$ cat src/rtl/multicycle_control_fsm_if.sv
// Control bundle between the multicycle RV32I controller and its datapath.
// The controller drives through the master modport. The datapath or bench uses the slave modport.
interface multicycle_control_fsm_if #(
  parameter int CNT_W = 32
);
  logic [6:0]       op;
  logic             zero;
  logic             mem_ready;
  logic             mem_req;
  logic             pc_write;
  logic             adr_src;
  logic             ir_write;
  logic             mem_write;
  logic             reg_write;
  logic [1:0]       result_src;
  logic [1:0]       alu_src_a;
  logic [1:0]       alu_src_b;
  logic [1:0]       alu_op;
  logic [1:0]       imm_src;
  logic             illegal_op;
  logic [3:0]       state;
  logic [CNT_W-1:0] instret;

  modport master (
    input  op, zero, mem_ready,
    output mem_req, pc_write, adr_src, ir_write, mem_write, reg_write,
           result_src, alu_src_a, alu_src_b, alu_op, imm_src, illegal_op,
           state, instret
  );

  modport slave (
    output op, zero, mem_ready,
    input  mem_req, pc_write, adr_src, ir_write, mem_write, reg_write,
           result_src, alu_src_a, alu_src_b, alu_op, imm_src, illegal_op,
           state, instret
  );
endinterface

$ cat src/rtl/multicycle_control_fsm.sv
// Multicycle RV32I control FSM for lw, sw, R-type, addi, beq and jal.
// It sequences the shared ALU, the unified memory and the regfile, and counts retired instructions.
module multicycle_control_fsm #(
  parameter bit MEM_HANDSHAKE = 1'b1,
  parameter int CNT_W         = 32
) (
  input  logic                    clk,
  input  logic                    reset,
  multicycle_control_fsm_if.master bus
);

  typedef enum logic [3:0] {
    st_fetch    = 4'd0,
    st_decode   = 4'd1,
    st_memadr   = 4'd2,
    st_memread  = 4'd3,
    st_memwb    = 4'd4,
    st_memwrite = 4'd5,
    st_execr    = 4'd6,
    st_aluwb    = 4'd7,
    st_execi    = 4'd8,
    st_jal      = 4'd9,
    st_beq      = 4'd10
  } state_t;

  typedef struct packed {
    logic       mem_req;
    logic       adr_src;
    logic       fetch_wr;
    logic       mem_write;
    logic       reg_write;
    logic       pc_jump;
    logic       pc_branch;
    logic [1:0] result_src;
    logic [1:0] alu_src_a;
    logic [1:0] alu_src_b;
    logic [1:0] alu_op;
  } ctl_t;

  localparam logic [6:0] OP_LW  = 7'b0000011;
  localparam logic [6:0] OP_SW  = 7'b0100011;
  localparam logic [6:0] OP_R   = 7'b0110011;
  localparam logic [6:0] OP_I   = 7'b0010011;
  localparam logic [6:0] OP_JAL = 7'b1101111;
  localparam logic [6:0] OP_BEQ = 7'b1100011;

  // Moore control word for each state. Unreachable encodings decode to all zeros.
  function automatic ctl_t ctl_of(input state_t s);
    ctl_t c;
    c = '0;
    case (s)
      st_fetch:    begin c.mem_req = 1'b1; c.fetch_wr = 1'b1;
                         c.alu_src_b = 2'b10; c.result_src = 2'b10; end
      st_decode:   begin c.alu_src_a = 2'b01; c.alu_src_b = 2'b01; end
      st_memadr:   begin c.alu_src_a = 2'b10; c.alu_src_b = 2'b01; end
      st_memread:  begin c.mem_req = 1'b1; c.adr_src = 1'b1; end
      st_memwb:    begin c.result_src = 2'b01; c.reg_write = 1'b1; end
      st_memwrite: begin c.mem_req = 1'b1; c.adr_src = 1'b1; c.mem_write = 1'b1; end
      st_execr:    begin c.alu_src_a = 2'b10; c.alu_op = 2'b10; end
      st_execi:    begin c.alu_src_a = 2'b10; c.alu_src_b = 2'b01; c.alu_op = 2'b10; end
      st_aluwb:    c.reg_write = 1'b1;
      st_jal:      begin c.alu_src_a = 2'b01; c.alu_src_b = 2'b10; c.pc_jump = 1'b1; end
      st_beq:      begin c.alu_src_a = 2'b10; c.alu_op = 2'b01; c.pc_branch = 1'b1; end
      default:     ;
    endcase
    return c;
  endfunction

  function automatic state_t next_of(input state_t s, input logic [6:0] op, input logic rdy);
    state_t n;
    n = st_fetch;
    case (s)
      st_fetch:    n = rdy ? st_decode : st_fetch;
      st_decode:   case (op)
                     OP_LW, OP_SW: n = st_memadr;
                     OP_R:         n = st_execr;
                     OP_I:         n = st_execi;
                     OP_JAL:       n = st_jal;
                     OP_BEQ:       n = st_beq;
                     default:      n = st_fetch;
                   endcase
      st_memadr:   n = (op == OP_SW) ? st_memwrite : st_memread;
      st_memread:  n = rdy ? st_memwb : st_memread;
      st_memwrite: n = rdy ? st_fetch : st_memwrite;
      st_execr,
      st_execi,
      st_jal:      n = st_aluwb;
      default:     n = st_fetch;
    endcase
    return n;
  endfunction

  state_t           state;
  state_t           nxt;
  ctl_t             ctl;
  ctl_t             sel;
  logic [CNT_W-1:0] instret;
  logic             rdy;
  logic             retire;
  logic             legal;

  assign rdy    = MEM_HANDSHAKE ? bus.mem_ready : 1'b1;
  assign nxt    = next_of(state, bus.op, rdy);
  assign legal  = bus.op inside {OP_LW, OP_SW, OP_R, OP_I, OP_JAL, OP_BEQ};
  assign retire = (state == st_memwb) || (state == st_aluwb) || (state == st_beq) ||
                  ((state == st_memwrite) && rdy);

  // The control word is registered alongside the state it belongs to, so it always matches the current state.
  always_ff @(posedge clk) begin
    if (reset) begin
      state   <= st_fetch;
      ctl     <= ctl_of(st_fetch);
      instret <= '0;
    end else begin
      state <= nxt;
      ctl   <= ctl_of(nxt);
      if (retire)
        instret <= instret + CNT_W'(1);
    end
  end

  // Reset overrides whatever is in flight: the strobes are killed and the muxes show the FETCH selects.
  assign sel = reset ? ctl_of(st_fetch) : ctl;

  assign bus.mem_req    = sel.mem_req & ~reset;
  assign bus.mem_write  = sel.mem_write & ~reset;
  assign bus.reg_write  = sel.reg_write & ~reset;
  assign bus.ir_write   = sel.fetch_wr & rdy & ~reset;
  assign bus.pc_write   = ((sel.fetch_wr & rdy) | sel.pc_jump | (sel.pc_branch & bus.zero)) & ~reset;
  assign bus.adr_src    = sel.adr_src;
  assign bus.result_src = sel.result_src;
  assign bus.alu_src_a  = sel.alu_src_a;
  assign bus.alu_src_b  = sel.alu_src_b;
  assign bus.alu_op     = sel.alu_op;
  assign bus.illegal_op = (state == st_decode) & ~legal & ~reset;
  assign bus.state      = state;
  assign bus.instret    = instret;

  always_comb begin
    bus.imm_src = 2'b00;
    case (bus.op)
      OP_SW:   bus.imm_src = 2'b01;
      OP_BEQ:  bus.imm_src = 2'b10;
      OP_JAL:  bus.imm_src = 2'b11;
      default: bus.imm_src = 2'b00;
    endcase
  end

endmodule

$ cat src/flat_wrapper.sv
// flat-port wrapper written by rule: the top's interface ports become plain ports
module multicycle_control_fsm_flat 
#(
  parameter bit MEM_HANDSHAKE = 1'b1,
  parameter int CNT_W         = 32
)
  (clk, reset, bus_op, bus_zero, bus_mem_ready, bus_mem_req, bus_pc_write, bus_adr_src, bus_ir_write, bus_mem_write, bus_reg_write, bus_result_src, bus_alu_src_a, bus_alu_src_b, bus_alu_op, bus_imm_src, bus_illegal_op, bus_state, bus_instret);
  multicycle_control_fsm_if #(.CNT_W(CNT_W)) bus_i ();
  input  logic clk;
  input  logic reset;
  input wire logic [$bits(bus_i.op)-1:0] bus_op;
  input wire logic [$bits(bus_i.zero)-1:0] bus_zero;
  input wire logic [$bits(bus_i.mem_ready)-1:0] bus_mem_ready;
  output wire logic [$bits(bus_i.mem_req)-1:0] bus_mem_req;
  output wire logic [$bits(bus_i.pc_write)-1:0] bus_pc_write;
  output wire logic [$bits(bus_i.adr_src)-1:0] bus_adr_src;
  output wire logic [$bits(bus_i.ir_write)-1:0] bus_ir_write;
  output wire logic [$bits(bus_i.mem_write)-1:0] bus_mem_write;
  output wire logic [$bits(bus_i.reg_write)-1:0] bus_reg_write;
  output wire logic [$bits(bus_i.result_src)-1:0] bus_result_src;
  output wire logic [$bits(bus_i.alu_src_a)-1:0] bus_alu_src_a;
  output wire logic [$bits(bus_i.alu_src_b)-1:0] bus_alu_src_b;
  output wire logic [$bits(bus_i.alu_op)-1:0] bus_alu_op;
  output wire logic [$bits(bus_i.imm_src)-1:0] bus_imm_src;
  output wire logic [$bits(bus_i.illegal_op)-1:0] bus_illegal_op;
  output wire logic [$bits(bus_i.state)-1:0] bus_state;
  output wire logic [$bits(bus_i.instret)-1:0] bus_instret;
  assign bus_i.op = bus_op;
  assign bus_i.zero = bus_zero;
  assign bus_i.mem_ready = bus_mem_ready;
  assign bus_mem_req = bus_i.mem_req;
  assign bus_pc_write = bus_i.pc_write;
  assign bus_adr_src = bus_i.adr_src;
  assign bus_ir_write = bus_i.ir_write;
  assign bus_mem_write = bus_i.mem_write;
  assign bus_reg_write = bus_i.reg_write;
  assign bus_result_src = bus_i.result_src;
  assign bus_alu_src_a = bus_i.alu_src_a;
  assign bus_alu_src_b = bus_i.alu_src_b;
  assign bus_alu_op = bus_i.alu_op;
  assign bus_imm_src = bus_i.imm_src;
  assign bus_illegal_op = bus_i.illegal_op;
  assign bus_state = bus_i.state;
  assign bus_instret = bus_i.instret;
  multicycle_control_fsm #(.MEM_HANDSHAKE(MEM_HANDSHAKE), .CNT_W(CNT_W)) u_core (.clk(clk), .reset(reset), .bus(bus_i));
endmodule
$ cat config.mk
export PLATFORM = sky130hd
export DESIGN_NAME = multicycle_control_fsm_flat
export DESIGN_NICKNAME = d
export VERILOG_FILES = /design/src/rtl/multicycle_control_fsm_if.sv /design/src/rtl/multicycle_control_fsm.sv /design/src/flat_wrapper.sv
export SDC_FILE = /design/constraint.sdc
export NUM_CORES = 1
export LEC_CHECK = 0
export BUFFER_PORTS_ARGS = -buffer_cell sky130_fd_sc_hd__buf_2
export CORE_MARGIN = 2
export CORE_UTILIZATION = 25
export CTS_CLUSTER_DIAMETER = 200
export DETAILED_ROUTE_END_ITERATION = 12
export SKIP_LAST_GASP = 1
export SLEW_MARGIN = 20
export SYNTH_ARGS = -nofsm -noshare
export SYNTH_HDL_FRONTEND = slang
export SYNTH_SLANG_ARGS = --single-unit
export TNS_END_PERCENT = 30
$ cat constraint.sdc
create_clock -name clk -period 2.3 [get_ports clk]
set_clock_uncertainty 0.15 [all_clocks]
set_input_delay 0.345 -clock clk [delete_from_list [all_inputs] [get_ports clk]]
set_output_delay 0.345 -clock clk [all_outputs]
set_load 0.01 [all_outputs]
==> flow_summary_export.csv, run 1 <==
group,metric,value,unit
final_layout,syn_to_final_growth,27.76,%
critical_path,worstPathRequired,1.80,ns
sta,worstMarginPinSlew,0.6438,ns
clock_network,cts_tree,"built",
clock_network,clock_sinks,49,
clock_network,clk_latency,0.31,ns
synth,seq_area_frac_synth,0.3893,
route,routedWlPerCell,12.64,um
clock_network,cts_hold_buf,0,
critical_path,worstPathCellList,"buf_4, or4b_4, nor4b_2, buf_2",
power_and_ir_drop,irDropWorstVdd,0.1867,mV
critical_path,cp-end-kind,"output pin",
floorplan,rows,36,
synth,syn_inst,301,
critical_path,cp_top_family,"simple AND/OR/NAND/NOR gates",
power_and_ir_drop,powerDensity,461.5,nW/um^2
sta,maxSlewViolCount,0,
route,drt-total-wl,6499,um
critical_path,cp_slowest_cell,"or4b_4",
place,post-dp-hpwl,4908,um
global_routing,grt_pass1_wl,10830,um
sta,hold_viol_final,0,
route,vias,2511,
synth,syn_avg_cell_area,8.372,sq um
route,postRouteAntennaNets,0,
clock_network,htree_levels,2,
place,placed_cell_area,3108,sq um
route,viasPerCell,4.885,
sta,setup_tns,0,ns
power_and_ir_drop,pwr-share-seq,0.578,
floorplan,die_w,104.4,um
global_routing,grt_start_max_net_pins,34,
sta,setup_slack,0.02872,ns
global_routing,grt.total_usage,0.1201,
power_and_ir_drop,power_frac_comb,0.070,
synth,synth_edf_count,0,
clock_network,cts_made_buffers,5,
critical_path,crit_fanout,12,
power_and_ir_drop,power_leakage,1.244,nW
final_layout,final_common_cell,"buf_2",
floorplan,die_area,10900,sq um
sta,post-route-period-util,0.9875,
final_layout,nFillCells,1032,
global_routing,grt_pass1_vias,2304,
status,status,"completed",
sta,period_needed,2.271,ns
route,dr.pass1.iters,4,
synth,yosys_register_bits,49,
sta,rsz0062_at_grt,"true",
place,place.gp.congestion,0.8376,
power_and_ir_drop,power.share.clock,0.352,
final_layout,nets,392,
final_layout,final_core_util,0.3294,
critical_path,critPathBufInv,2,
sta,fmax,0.4403,GHz
worst_hold_path,holdCritPathClass,"primary input to flip-flop",
final_layout,layout_common_cells,"buf_2, dfxtp_1, a21oi_1",
power_and_ir_drop,swShare,0.2486,
power_and_ir_drop,p_total,1.486,mW
synth,ys.flop_type,"dfxtp_1",
final_layout,design_area,3219,sq um
route,drc,0,
global_routing,antenna_found_initial,0,
synth,synth-warning-count,0,
clock_network,cts_buffer_depth,2,
critical_path,critPathLaunchType,"flip-flop",
critical_path,critPathKind,"flip-flop to output pin",
power_and_ir_drop,internal_power,1.116,mW
power_and_ir_drop,p_sw,369.3,uW
floorplan,die_h,104.4,um
synth,ys_types,50,
floorplan,initial_utilization,0.2578,
critical_path,arrival,1.78,ns
clock_network,postCtsSetupBuffers,0,
global_routing,grt-ovfl-total,0,
synth,ys_async_sr_fraction,0,
synth,syn-cell-area,2520,sq um
place,portBuffers,63,
place,dp_worst_setup_slack,0.04982,ns
clock_network,root_buffer,"clkbuf_8",
route,drt_iter0_drc,127,
floorplan,io_pins,64,
sta,setup_viol,0,
critical_path,critPathMaxStageDelay,0.55,ns
final_layout,antenna-diode-count,0,
synth,synth.net_count,313,
floorplan,core_area,9774,sq um
clock_network,clk_pin_slew,0.10,ns
sta,slew_headroom,0.5647,
job,drv_cap,0,
final_layout,final_layout_size_suffix_gt1_frac,0.2940,
[metal layers]
metal | wire, um | track usage | share of wire | vias to the layer above
met5 | 0 | 0 | 0 | -
met1 | 3095 | 0.1534 | 0.48 | 1183
met2 | 3030 | 0.2003 | 0.47 | 54
met4 | 78 | 0.03764 | 0.012 | 0
li1 | - | - | - | 1267
met3 | 295 | 0.02694 | 0.045 | 7
[final timing paths]
check / to / from / depth (start not counted) / slack (ns)
worst max-delay path: bus_illegal_op / u_core.bus.state[1]$_SDFF_PP0_ / 4 / 0.03
worst min-delay path: u_core.ctl[13]$_SDFF_PP0_ / reset / 2 / 0.26
worst max register to register: u_core.ctl[4]$_SDFF_PP0_ / u_core.bus.state[1]$_SDFF_PP0_ / 6 / 0.06
worst min register to register: u_core.bus.instret[27]$_SDFFE_PP0P_ / u_core.bus.instret[27]$_SDFFE_PP0P_ / 2 / 0.35
[stage by stage]
| stage | hold WS (ns) | instances |
|---|---|---|
| after CTS | 0.2386 | 514 |
| after global routing | 0.2587 | 514 |
| after floorplan | 0.3351 | 301 |
| final | 0.2614 | 514 |
| after global placement | 0.3191 | 506 |
| after detailed placement | 0.3397 | 506 |
[cells in the mapped netlist, types with 2 or more instances]
master / number / area (sq um)
and4_1: 6 / 52.55
and3_1: 3 / 18.77
nand4_1: 9 / 56.30
clkbuf_1: 11 / 41.29
nor3b_1: 4 / 30.03
or3b_2: 2 / 17.52
xnor2_1: 9 / 78.83
nor4b_1: 4 / 35.03
xor2_1: 2 / 17.52
o21bai_1: 2 / 15.01
inv_1: 9 / 33.78
nand3b_1: 2 / 15.01
o21ai_1: 2 / 10.01
o31ai_1: 7 / 52.55
or3_1: 14 / 87.58
nand4b_1: 2 / 17.52
buf_6: 2 / 22.52
or4_1: 8 / 60.06
a2111oi_0: 3 / 26.28
a21oi_1: 29 / 145.1
buf_2: 2 / 10.01
nor3_1: 4 / 20.02
o31a_1: 2 / 17.52
nand3_1: 13 / 65.06
nand2_1: 14 / 52.55
dfxtp_1: 49 / 980.9
o21ai_0: 17 / 85.08
o211ai_1: 3 / 22.52
a211oi_1: 3 / 22.52
nor2_1: 20 / 75.07
nor2b_1: 15 / 93.84
or2_2: 5 / 31.28
and2_1: 2 / 12.51
nand2b_1: 6 / 37.54
[state kept, by name, indices dropped and copies added, names as in the netlist]
register            count
u_core.bus.instret     32
u_core.bus.state        4
u_core.ctl             13
[what timing repair did]
action,CTS,global route
gates resized for setup,4,3
hold endpoints to repair,0,0
pin swaps,0,1
endpoints found under the setup margin,1,20
[layout make-up]
type	instances	area, sq um	share of cell area
repair buffers	88	503.0	0.1562
clock buffers	5	68.82	0.02138
clock inverters	3	21.27	0.006607
well taps	133	166.4	0.05169
multi-input cells	227	1441	0.4477
inverters	9	33.78	0.01049
flip-flops and latches	49	984.7	0.3059
[power by group through the flow]
stage / combinational [mW] / clock, mW / sequential (mW)
floorplan: 0.0572 / 0 / 0.879
CTS: 0.105 / 0.550 / 0.858
global route: 0.116 / 0.581 / 0.860
detailed placement: 0.103 / 0 / 0.879
global placement: 0.102 / 0 / 0.879
finish: 0.105 / 0.523 / 0.858
[cell families after synthesis]
kind of cell / synth area share
compound gates: 0.1882
flops: 0.3893
xor+xnor: 0.03824
simple gates: 0.3252
buf+inv: 0.04568
fa+ha+maj: 0.004964
mux: 0.008441
Power figures use the tool's default switching activity.
==> run 2, diff against run 1 <==
Settings changed: CORE_ASPECT_RATIO set to 1.4.
==> run 2 against run 1 <==
  * Setup slack worse by 0.021 ns
  * Total power is 14% higher
  * Critical path depth is 1 higher
  * First-iteration DRC count is 36% lower
  * Sequential share of layout area is 0.87 points lower
  * Routed wire length is 6.1% higher
  * Clock power is 40% higher
  * Register-to-register slack worse by 0.05 ns
  * Via count is 2.6% higher
  * Sequential power hardly changed
  * Die area is 0.11% higher
  * Design area is 2.7% higher
  * Largest power group unchanged
==> flow_summary_export.csv, run 2 (synthesis gave the netlist of run 1 again) <==
group,metric,value,unit
power_and_ir_drop,powerDensity,513.8,nW/um^2
place,post-dp-hpwl,5270,um
route,viasPerCell,4.956,
route,met3_wirelength,382,um
clock_network,clock_sinks,49,
sta,post-route-period-util,0.9965,
critical_path,reg2reg_to,"u_core.bus.instret[24]$_SDFFE_PP0P_",
route,wl_met1,2785,um
place,portBuffers,63,
critical_path,rrSetupSlack,0.008,ns
sta,period_needed,2.292,ns
critical_path,r2r_start,"u_core.bus.state[3]$_SDFF_PP0_",
final_layout,largest_reg_flops,32,
route,wl_met2,3639,um
critical_path,crit_fanout,14,
route,top_layer_used,"met4",
sta,slew_headroom,0.5347,
sta,fmax,0.4363,GHz
clock_network,cts_hold_buf,0,
final_layout,final_common_cell,"buf_2",
floorplan,die_w,88.85,um
sta,rsz0062_at_grt,"true",
clock_network,root_buffer,"clkbuf_16",
global_routing,grt_pass1_vias,2259,
clock_network,clk_pin_slew,0.07,ns
global_routing,antenna_found_initial,0,
route,routedWlPerCell,13.26,um
global_routing,grt-ovfl-total,0,
power_and_ir_drop,irDropWorstVdd,0.2798,mV
floorplan,die_area,10910,sq um
sta,worstMarginPinSlew,0.6966,ns
final_layout,final_layout_size_suffix_gt1_frac,0.2987,
floorplan,rows,43,
job,drv_cap,0,
sta,maxSlewViolCount,0,
critical_path,critPathMaxStageDelay,0.59,ns
floorplan,core_area,9846,sq um
global_routing,grt_pass1_wl,10590,um
final_layout,finalNonFillerCells,520,
critical_path,cp_slowest_cell,"a2111o_1",
worst_hold_path,worstHoldStart,"reset",
route,postRouteAntennaNets,0,
worst_hold_path,whs_endpoint,"u_core.ctl[13]$_SDFF_PP0_",
sta,setup_viol,0,
critical_path,rr_worst_depth,5,
final_layout,layout_common_cells,"buf_2, dfxtp_1, a21oi_1, buf_4, nor2_1",
floorplan,initial_utilization,0.2559,
global_routing,grt_start_max_net_pins,37,
critical_path,startpoint,"u_core.bus.state[3]$_SDFF_PP0_",
place,place.gp.congestion,0.7943,
critical_path,worstPathRequired,2.37,ns
route,vias,2577,
critical_path,critPathKind,"flip-flop to flip-flop",
clock_network,htree_levels,2,
power_and_ir_drop,p_total,1.699,mW
final_layout,largest-register,"u_core.bus.instret",
critical_path,cp-end-kind,"flip-flop",
critical_path,arrival,2.36,ns
critical_path,critPathBufInv,0,
status,status,"completed",
worst_hold_path,holdCritPathClass,"primary input to flip-flop",
final_layout,antenna-diode-count,0,
route,drt-total-wl,6897,um
clock_network,clk_latency,0.29,ns
floorplan,die_h,122.8,um
critical_path,cp_top_family,"simple AND/OR/NAND/NOR gates",
clock_network,cts_made_buffers,5,
critical_path,critPathLaunchType,"flip-flop",
route,drt_iter0_drc,81,
clock_network,cts_tree,"built",
power_and_ir_drop,power_leakage,1.286,nW
floorplan,io_pins,64,
final_layout,syn_to_final_growth,31.18,%
final_layout,reg_top3,"u_core.bus.instret x32, u_core.ctl x13, u_core.bus.state x4",
global_routing,grt.total_usage,0.1220,
route,drc,0,
place,place_inst,512,
final_layout,nets,396,
critical_path,worstPathCellList,"nand2b_1, or3_1, a2111o_1, or4_1, a21oi_1",
sta,hold_viol_final,0,
worst_hold_path,min_path_cells,2,
route,dr.pass1.iters,4,
clock_network,cts_buffer_depth,2,
[run 2: cell count changes in the layout (fill, tap and decap cells not counted), sizes merged]
cell	before	now
buf	88	92
[run 2: cell type report]
cell class / instances / area, sq um
Clock buffer: 5 / 125.1
Clock inverter: 3 / 21.27
Fill cell: 1038 / 6540
Inverter: 9 / 33.78
Multi-Input combinational cell: 227 / 1441
Sequential cell: 49 / 982.2
Tap cell: 135 / 168.9
Timing Repair Buffer: 92 / 533.0
[run 2: worst register-to-register path, delay by kind of cell, from the launching register on]
family / cells / cell delay (ns)
flops: 1 / 0.32
simple gates: 3 / 1.02
compound gates: 2 / 0.74
[run 2: metrics by stage]
step / instance area, sq um / hold slack, ns / util / worst slack [ns] / setup TNS [ns]
after floorplan: 2520 / 0.3351 / - / 0.07464 / 0
after global placement: 3141 / 0.3223 / 0.3190 / -0.006182 / -0.01123
after detailed placement: 3141 / 0.3421 / 0.3190 / -0.03265 / -0.05159
after CTS: 3298 / 0.2454 / 0.3350 / 0.01194 / 0
after global routing: 3306 / 0.2571 / 0.3357 / -0.08226 / -0.5013
final: 3306 / 0.2392 / 0.3357 / 0.008057 / 0
[run 2: worst max path at each step]
stage,endpoint,cells past startpoint
global route,u_core.bus.instret[28]$_SDFFE_PP0P_,5
CTS,u_core.bus.instret[28]$_SDFFE_PP0P_,5
global placement,u_core.bus.instret[28]$_SDFFE_PP0P_,6
detailed placement,u_core.bus.instret[28]$_SDFFE_PP0P_,6
floorplan,bus_illegal_op,3
finish,u_core.bus.instret[24]$_SDFFE_PP0P_,5
[run 2: power by group]
| group | switching (mW) | internal [mW] |
|---|---|---|
| sequential | 0.00357 | 0.856 |
| clock | 0.328 | 0.405 |
| combinational | 0.0615 | 0.0441 |
| total | 0.393 | 1.31 |
[run 2: per-layer routing]
layer  up-vias  track usage
met1      1209       0.1399
met2        82       0.2267
met3         8      0.02085
met5         -            0
met4         0      0.03409
li1       1278            -
[run 2: repair_timing]
| item | in CTS | in global routing |
|---|---|---|
| setup endpoints to repair | 1 | 19 |
| setup buffers | 0 | 0 |
| resized for setup | 3 | 2 |
==> run 3, diff against run 2 <==
Settings changed: ABC_AREA set to 1, CORE_UTILIZATION 25 to 30, REMOVE_ABC_BUFFERS set to 1.
==> run 3 against run 2 <==
  * Worst hold slack improved by 0.021 ns
  * Critical path type unchanged
  * First-iteration DRC count rose by 63%
  * Via count is 23% higher
  * Clock-buffer cell count is 1 higher
  * Non-clock buffer count is 21 lower
==> flow_summary_export.csv, run 3 <==
group,metric,value,unit
clock_network,htree_levels,2,
synth,ys_types,40,
synth,yosys_register_bits,49,
route,vias,3164,
sta,maxSlewViolCount,0,
clock_network,cts_tree,"built",
global_routing,grt_pass1_wl,14370,um
global_routing,grt-ovfl-total,0,
sta,rsz0062_at_grt,"false",
power_and_ir_drop,power_leakage,1.594,nW
final_layout,largest_reg_flops,32,
synth,syn-cell-area,3110,sq um
critical_path,critPathLaunchType,"flip-flop",
clock_network,postCtsSetupBuffers,0,
final_layout,nFillCells,1156,
floorplan,die_area,11210,sq um
route,drt-total-wl,8713,um
final_layout,syn_to_final_growth,20.15,%
critical_path,cp-end-kind,"flip-flop",
critical_path,crit_fanout,5,
route,routedWlPerCell,12.61,um
clock_network,root_buffer,"clkbuf_16",
synth,synth_top_area_cell,"dfxtp_1",
route,drt_iter0_drc,132,
sta,setup_viol,0,
final_layout,finalNonFillerCells,691,
floorplan,io_pins,64,
sta,holdWs,0.2603,ns
floorplan,die_w,90.06,um
synth,synth_common_cells,"nand2_1, nor2_1, dfxtp_1",
synth,syn_avg_cell_area,6.400,sq um
global_routing,grt.total_usage,0.1580,
worst_hold_path,holdCritPathClass,"primary input to flip-flop",
final_layout,final_core_util,0.3650,
clock_network,clk_latency,0.30,ns
synth,synth_top_area_share,0.3154,
job,drv_cap,0,
power_and_ir_drop,powerDensity,471.5,nW/um^2
critical_path,worstPathRequired,2.34,ns
route,viasPerCell,4.579,
sta,fmax,0.5216,GHz
final_layout,largest-register,"u_core.bus.instret",
clock_network,cts_hold_buf,0,
critical_path,critPathKind,"flip-flop to flip-flop",
route,postRouteAntennaNets,0,
sta,worstMarginPinSlew,0.4227,ns
power_and_ir_drop,irDropWorstVdd,0.2710,mV
final_layout,reg_top3,"u_core.bus.instret x32, u_core.ctl x13, u_core.bus.state x4",
final_layout,nets,564,
synth,ys.flop_type,"dfxtp_1",
place,portBuffers,63,
sta,hold_viol_final,0,
sta,period_needed,1.917,ns
synth,synth-warning-count,0,
final_layout,final_common_cell,"nand2_1",
global_routing,grt_pass1_vias,3051,
global_routing,antenna_found_initial,0,
floorplan,rows,44,
synth,ys_async_sr_fraction,0,
clock_network,clk_pin_slew,0.07,ns
final_layout,final_layout_size_suffix_gt1_frac,0.2333,
place,place_inst,683,
floorplan,initial_utilization,0.3038,
floorplan,die_h,124.5,um
clock_network,cts_buffer_depth,2,
final_layout,layout_common_cells,"nand2_1, nor2_1, buf_2",
clock_network,cts_made_buffers,5,
synth,seq_area_frac_synth,0.3154,
global_routing,grt_start_max_net_pins,23,
clock_network,postCtsResizedCells,0,
sta,slew_headroom,0.7178,
synth,netlist_top_cells_area,"dfxtp_1, nand2_1, nor2_1",
clock_network,clock_sinks,49,
place,dp_worst_setup_slack,0.3756,ns
synth,yosysMostFrequentCell,"nand2_1",
power_and_ir_drop,p_total,1.762,mW
status,status,"completed",
place,place.gp.congestion,0.9574,
critical_path,arrival,1.96,ns
synth,syn_inst,486,
sta,setup_slack,0.3827,ns
final_layout,design_area,3737,sq um
final_layout,antenna-diode-count,0,
sta,setup_tns,0,ns
sta,post-route-period-util,0.8336,
route,dr.pass1.iters,6,
place,post-dp-hpwl,6925,um
synth,synth_edf_count,0,
route,drc,0,
floorplan,core_area,10240,sq um
place,placed_cell_area,3585,sq um
## run 3: changes by cell type after synthesis, sizes merged, moves of 8 or more
cell,previous run,this run
nand2,14,169
inv,9,55
or3,14,0
nor3,4,17
nor2,20,89
o21ai,19,8
nor2b,15,0
or4,8,0
## run 3: area by class of cell
type / instances / area (sq um) / share of cell area
clock buffer: 6 / 138.9 / 0.03716
clock inverter: 2 / 13.76 / 0.003683
inverter: 56 / 212.7 / 0.05691
multi-input combinational: 369 / 1843 / 0.4931
sequential: 49 / 980.9 / 0.2625
tap: 138 / 172.7 / 0.04620
timing repair buffer: 71 / 375.4 / 0.1004
## run 3: kinds of logic (layout without fill, tap and decap cells)
| family | count (synthesis) | after routing | share of synthesized area |
|---|---|---|---|
| and+or+nand+nor | 310 | 310 | 0.4727 |
| DFF | 49 | 49 | 0.3154 |
| adders and majority gates | 1 | 1 | 0.004022 |
| xor gates and xnor gates | 11 | 11 | 0.03098 |
| buffers and inverters | 68 | 135 | 0.09212 |
| AOI/OAI and AO/OA | 47 | 47 | 0.08487 |
## run 3: worst paths after layout
check                                                          from                             endpoint  slack (ns)  cells past startpoint
worst min register to register  u_core.bus.instret[31]$_SDFFE_PP0P_  u_core.bus.instret[31]$_SDFFE_PP0P_        0.35                      2
worst max register to register   u_core.bus.instret[1]$_SDFFE_PP0P_  u_core.bus.instret[20]$_SDFFE_PP0P_        0.38                      8
worst min-delay path                                  bus_mem_ready             u_core.ctl[6]$_SDFF_PP0_        0.26                      3
worst max-delay path             u_core.bus.instret[1]$_SDFFE_PP0P_  u_core.bus.instret[20]$_SDFFE_PP0P_        0.38                      8
## run 3: worst max-delay path, cell delays in order, from the launching register on
cell and delay (ns):
dfxtp_1 0.38, ha_1 0.27, nand3_2 0.19, nor3_4 0.28, nand2_1 0.10, nor2_1 0.14
nand3_1 0.11, xor2_1 0.15, nor2_1 0.05
## run 3: where the power goes
part	switching [mW]	total (mW)	internal (mW)
clock	0.344	0.778	0.434
sequential	0.00448	0.860	0.856
combinational	0.0811	0.124	0.0430
## run 3: routing by layer
layer,vias to the layer above,part of all wire,wire length (um),GRT usage
met4,0,0.029,252,0.07421
li1,1650,-,-,-
met5,-,0,0,0
met2,77,0.53,4655,0.3016
met1,1420,0.40,3499,0.1662
met3,17,0.035,305,0.02480
